===== src/rtl/apb_mem_slave.sv =====
// rtl/apb_mem_slave.sv - APB word-addressed memory slave with wait states and write protection
module apb_mem_slave #(
    parameter int DATA_W      = 32,
    parameter int DEPTH       = 32,
    parameter int ADDR_W      = 32,
    parameter int WAIT_CYCLES = 0,
    parameter int RO_WORDS    = 0
) (
    input  logic                  pclk,
    input  logic                  presetn,
    input  logic                  psel,
    input  logic                  penable,
    input  logic                  pwrite,
    input  logic [ADDR_W-1:0]     paddr,
    input  logic [DATA_W-1:0]     pwdata,
    input  logic [DATA_W/8-1:0]   pstrb,
    output logic [DATA_W-1:0]     prdata,
    output logic                  pready,
    output logic                  pslverr
);

    localparam int STRB_W = DATA_W / 8;
    localparam int IDX_W  = (DEPTH > 1) ? $clog2(DEPTH) : 1;
    // Counter preload so that WAIT lasts exactly WAIT_CYCLES cycles (WAIT_CYCLES-1 down to 0).
    localparam logic [3:0] WAIT_LOAD = (WAIT_CYCLES > 0) ? 4'(WAIT_CYCLES - 1) : 4'd0;

    typedef enum logic [1:0] {
        S_IDLE = 2'd0,
        S_WAIT = 2'd1,
        S_RESP = 2'd2
    } state_t;

    state_t              state_q, state_d;
    logic [3:0]          cnt_q, cnt_d;
    logic                pready_q, pready_d;
    logic                pslverr_q, pslverr_d;
    logic [DATA_W-1:0]   prdata_q, prdata_d;
    logic [DATA_W-1:0]   mem_q [DEPTH];

    logic                addr_err;
    logic                ro_hit;
    logic                wr_en;
    logic [IDX_W-1:0]    idx;

    assign idx      = paddr[IDX_W-1:0];
    assign addr_err = (paddr >= ADDR_W'(DEPTH));

    // Protected region only exists when RO_WORDS is non-zero; avoids a constant compare against 0.
    generate
        if (RO_WORDS > 0) begin : g_ro
            assign ro_hit = (paddr < ADDR_W'(RO_WORDS));
        end else begin : g_no_ro
            assign ro_hit = 1'b0;
        end
    endgenerate

    // Next-state and response computation; the response is decided on the edge that enters RESP.
    always_comb begin
        state_d   = state_q;
        cnt_d     = cnt_q;
        pready_d  = 1'b0;
        pslverr_d = 1'b0;
        prdata_d  = prdata_q;
        wr_en     = 1'b0;

        case (state_q)
            S_IDLE: begin
                if (psel && penable && !pready_q) begin
                    if (WAIT_CYCLES == 0) begin
                        state_d = S_RESP;
                    end else begin
                        state_d = S_WAIT;
                        cnt_d   = WAIT_LOAD;
                    end
                end
            end
            S_WAIT: begin
                if (!psel) begin
                    // Master abandoned the transfer: nothing is committed.
                    state_d = S_IDLE;
                    cnt_d   = 4'd0;
                end else if (cnt_q == 4'd0) begin
                    state_d = S_RESP;
                end else begin
                    cnt_d = cnt_q - 4'd1;
                end
            end
            S_RESP: begin
                state_d = S_IDLE;
            end
            default: begin
                state_d = S_IDLE;
                cnt_d   = 4'd0;
            end
        endcase

        if (state_d == S_RESP) begin
            pready_d = 1'b1;
            cnt_d    = 4'd0;
            if (addr_err) begin
                pslverr_d = 1'b1;
                if (!pwrite) begin
                    prdata_d = '0;
                end
            end else if (pwrite) begin
                if (ro_hit) begin
                    pslverr_d = 1'b1;
                end else begin
                    wr_en = 1'b1;
                end
            end else begin
                prdata_d = mem_q[idx];
            end
        end
    end

    // FSM state, wait counter and registered response outputs.
    always_ff @(posedge pclk or negedge presetn) begin
        if (!presetn) begin
            state_q   <= S_IDLE;
            cnt_q     <= 4'd0;
            pready_q  <= 1'b0;
            pslverr_q <= 1'b0;
            prdata_q  <= '0;
        end else begin
            state_q   <= state_d;
            cnt_q     <= cnt_d;
            pready_q  <= pready_d;
            pslverr_q <= pslverr_d;
            prdata_q  <= prdata_d;
        end
    end

    // Memory array: cleared by reset, byte-lane writes only on a committed valid write.
    always_ff @(posedge pclk or negedge presetn) begin
        if (!presetn) begin
            for (int i = 0; i < DEPTH; i++) begin
                mem_q[i] <= '0;
            end
        end else if (wr_en) begin
            for (int b = 0; b < STRB_W; b++) begin
                if (pstrb[b]) begin
                    mem_q[idx][b*8 +: 8] <= pwdata[b*8 +: 8];
                end
            end
        end
    end

    assign prdata  = prdata_q;
    assign pready  = pready_q;
    assign pslverr = pslverr_q;

endmodule


===== config.mk =====
export PLATFORM = sky130hd
export DESIGN_NAME = apb_mem_slave
export DESIGN_NICKNAME = d
export VERILOG_FILES = /design/src/rtl/apb_mem_slave.sv
export SDC_FILE = /design/constraint.sdc
export NUM_CORES = 2
export LEC_CHECK = 0
export CAP_MARGIN = 15
export CORE_UTILIZATION = 48
export DETAILED_ROUTE_END_ITERATION = 7
export PLACE_DENSITY_LB_ADDON = 0.12
export SETUP_SLACK_MARGIN = 0.2
export SYNTH_ARGS = -nofsm -noshare
export SYNTH_HDL_FRONTEND = slang
export SYNTH_SLANG_ARGS = --single-unit

===== constraint.sdc =====
create_clock -name pclk -period 4.2 [get_ports pclk]
set_input_delay 0.84 -clock pclk [delete_from_list [all_inputs] [get_ports pclk]]
set_output_delay 0.84 -clock pclk [all_outputs]
set_load 0.005 [all_outputs]

==> flow_summary.yaml <==
die:
  initial_utilization_pct: 48.64
  boundaryPins: 107
  site_rows: 118
  die_w_um: 326.8
  floorplan.core_area_um2: 104100
  fp.dieArea_um2: 106800
  fp.dieH_um: 326.8
min_path:
  worstHoldPathType: "in -> async"
drt:
  post_drt_via_cell_ratio: 6.195
  drt_first_pass_iters: 5
  drc: 0
  wl_final_um: 142100
  postRouteAntennaNets: 0
  initial_drc_count: 2481
  vias: 30750
  wire_per_inst_um: 28.62
finish:
  finalNetCount: 3568
  share_of_final_layout_standard_cells_stronger_than_drive_strength_1_pct: 46.11
  final_cells: 4964
  syn_to_final_growth_pct: 14.17
  stdcell_area_um2: 57800
timing:
  worst_slew_margin_rel_pct: 22.82
  rsz0062_at_grt: "no"
  finalMaxSlewViolations: 0
  least_margin_pin_slew_ps: 1154
  timing_hold_violations_final: 0
  maximum_clock_rate_ghz: 0.3124
  finalHoldWorstSlack_ps: 101.1
  period_needed_ps: 3201
  fin_crit_sh_pct: 76.22
  finClkSkew_ps: 23.70
  setup-tns-final_ps: 0
  setup_violations: 0
grt:
  grt_overflow: 0
  grt_pass1_vias: 32710
  groute.usage.overall_pct: 26.99
  grt.met2_usage_pct: 43.24
  antenna_found_initial: 3
  met3_usage_pct: 3.783
  grt_start_max_net_pins: 162
  grt_most_used_layer: "met2"
  globalRouteMet1Util_pct: 38.13
  wire_length_of_the_first_global_routing_pass_um: 216700
setup_path:
  crit_path_max_incr_delay_ps: 740
  worst_ep_arrival_time_ps: 3770
  endpoint_kind: "flip-flop"
  cp_max_fo: 38
  critPathRequiredTime_ps: 4770
  timing.setup.critical_path_class: "in -> reg"
  timing.critical_path.cells: "clkdlybuf4s50_1 -> nor4_1 -> nand3_4 -> buf_12 -> nor4_4 -> mux2_2"
  critical-path-slowest-cell: "nor4_4"
  startpoint_type: "input port"
power:
  combinationalPowerShare_pct: 5.9
  sw_frac_of_total_pct: 23.17
  net-switching-power_w: 0.005029
  total_power_w: 0.02171
  p_leak_nw: 28.44
  pwr-share-clk_pct: 46.8
  internal_power_w: 0.01668
  p_per_area_nw_per_um2: 375.6
  vdd_drop_max_mv: 0.3365
  p_seq_share_pct: 47.2
clock_network:
  ctsResizeCount: 0
  numClockSinks: 1064
  cts-hold-fix-buffers: 0
  setup_bufs_post_cts: 0
  numCtsBuffers: 114
  tritoncts: "built"
  ctsRootBufferMaster: "clkbuf_16"
  path_clk_slew_ps: 60
  clock_path_buffers: 3
  clock_latency_ps: 710
  htree_num_levels: 3
synthesis:
  synth-edff-count: 0
  synth_sequential_area_ratio_pct: 52.60
  mappedNetlistNets: 3469
  ys_warn_count: 0
  asyncSetResetFlopFracSynth_pct: 100.0
  syn_area_um2: 50620
  synth_cell_types: 49
  postSynthCellCount: 3394
  postSynthAreaPerCell_um2: 14.92
  ys_dominant_reg_cell: "dfrtp_1"
  synth.ff_latch_count: 1064
place:
  dpl.hpwl_um: 92140
  numPortBuffers: 106
  place_inst: 4752
  routabilityCongestion: 0.8162
  post_dp_cell_area_um2: 53860
status:
  run_status: "finished, final reports clean"
job:
  max_cap_viol_count: 0
cell families after synthesis:
family	count (synthesis)	share of synthesized area [%]
muxes	1408	33.53
adders and majority gates	2	0.04942
AOI/OAI and AO/OA	233	3.453
buffers and inverters	299	2.536
DFF	1064	52.60
and+or+nand+nor	388	7.832
layer usage:
layer | up-vias | part of all wire [%]
met4 | 2 | 2.9
met3 | 220 | 4.8
li1 | 13070 | -
met2 | 784 | 48
met5 | - | 0.0091
met1 | 16680 | 44
metrics by stage:
stage | util (%) | setup slack [ps]
after floorplan | - | 1500
after global placement | 51.75 | 290.9
after detailed placement | 51.75 | 240.6
after CTS | 55.40 | 1006
after global routing | 55.53 | 911.6
final | 55.53 | 998.7
final cells by class:
type / count / area, µm²
Sequential cell: 1064 / 26630
Fill cell: 8331 / 46290
Timing Repair Buffer: 275 / 2740
Multi-Input combinational cell: 2031 / 22880
Clock inverter: 25 / 277.8
Inverter: 7 / 26.28
Tap cell: 1380 / 1727
Clock buffer: 181 / 3523
Antenna cell: 1 / 2.502
worst paths after layout:
path                            from    endpoint  slack [ps]  depth (start not counted)
max reg2reg                 cnt_q[0]  mem_q[837]        1180                          8
min reg2reg                mem_q[59]   mem_q[59]         500                          1
min                          presetn    mem_q[4]         100                          1
max                        paddr[10]  mem_q[837]        1000                          6
max in group asynchronous    presetn  mem_q[493]        2830                          2
min in group pclk          mem_q[59]   mem_q[59]         500                          1
registers in the layout, indices dropped and copies added (netlist names):
| signal | cells |
|---|---|
| cnt_q | 4 |
| prdata | 32 |
| pslverr | 1 |
| mem_q | 1024 |
| pready | 1 |
| state_q | 2 |
cells in the mapped netlist, types with 29 or more instances:
cell type	instances	area share [%]
and4_1	34	0.59
mux4_2	128	5.7
a22oi_1	128	1.9
clkbuf_1	190	1.4
dfrtp_1	1064	53
nor2_1	35	0.26
nand4_2	29	0.72
o22ai_1	65	0.80
mux2i_1	256	5.1
nand3_1	99	0.98
a32o_1	32	0.63
nor3_1	34	0.34
mux2_2	1024	23
buf_2	74	0.73
nor4_4	96	4.0
power by group through the flow:
stage | combinational [W] | sequential, W | clock (W)
final | 0.00129 | 0.0103 | 0.0102
after detailed placement | 0.00128 | 0.0104 | 0
after floorplan | 0.000562 | 0.0104 | 0
after global placement | 0.00125 | 0.0104 | 0
after global routing | 0.00137 | 0.0102 | 0.0108
after CTS | 0.00128 | 0.0103 | 0.0103
cell usage in the layout (no fill, tap or decap), types with 6 or more instances in the layout:
cell type        netlist  final
a22oi_1              128    128
a32o_1                32     32
and4_1                34     33
buf_12                 0     24
buf_4                  8    140
bufinv_16              0      6
clkbuf_1             190     33
clkbuf_16              0    123
clkbuf_8               0     27
clkdlybuf4s50_1        0    103
clkinv_2               0     18
dfrtp_1             1064   1064
inv_1                  6      6
mux2_2              1024   1024
mux2i_1              256    256
mux4_2               128    128
nand3_1               99     98
nand4_2               29     29
nor2_1                35     34
nor3_1                34     34
nor4_1                 7      6
nor4_4                96     97
o22ai_1               65     65
worst max-delay path: cells and delay by family:
family,cells,cell delay (ps)
simple gates,3,1690
mux,1,420
buf+inv,2,740
Note: power is estimated with default switching activity, not from simulation.
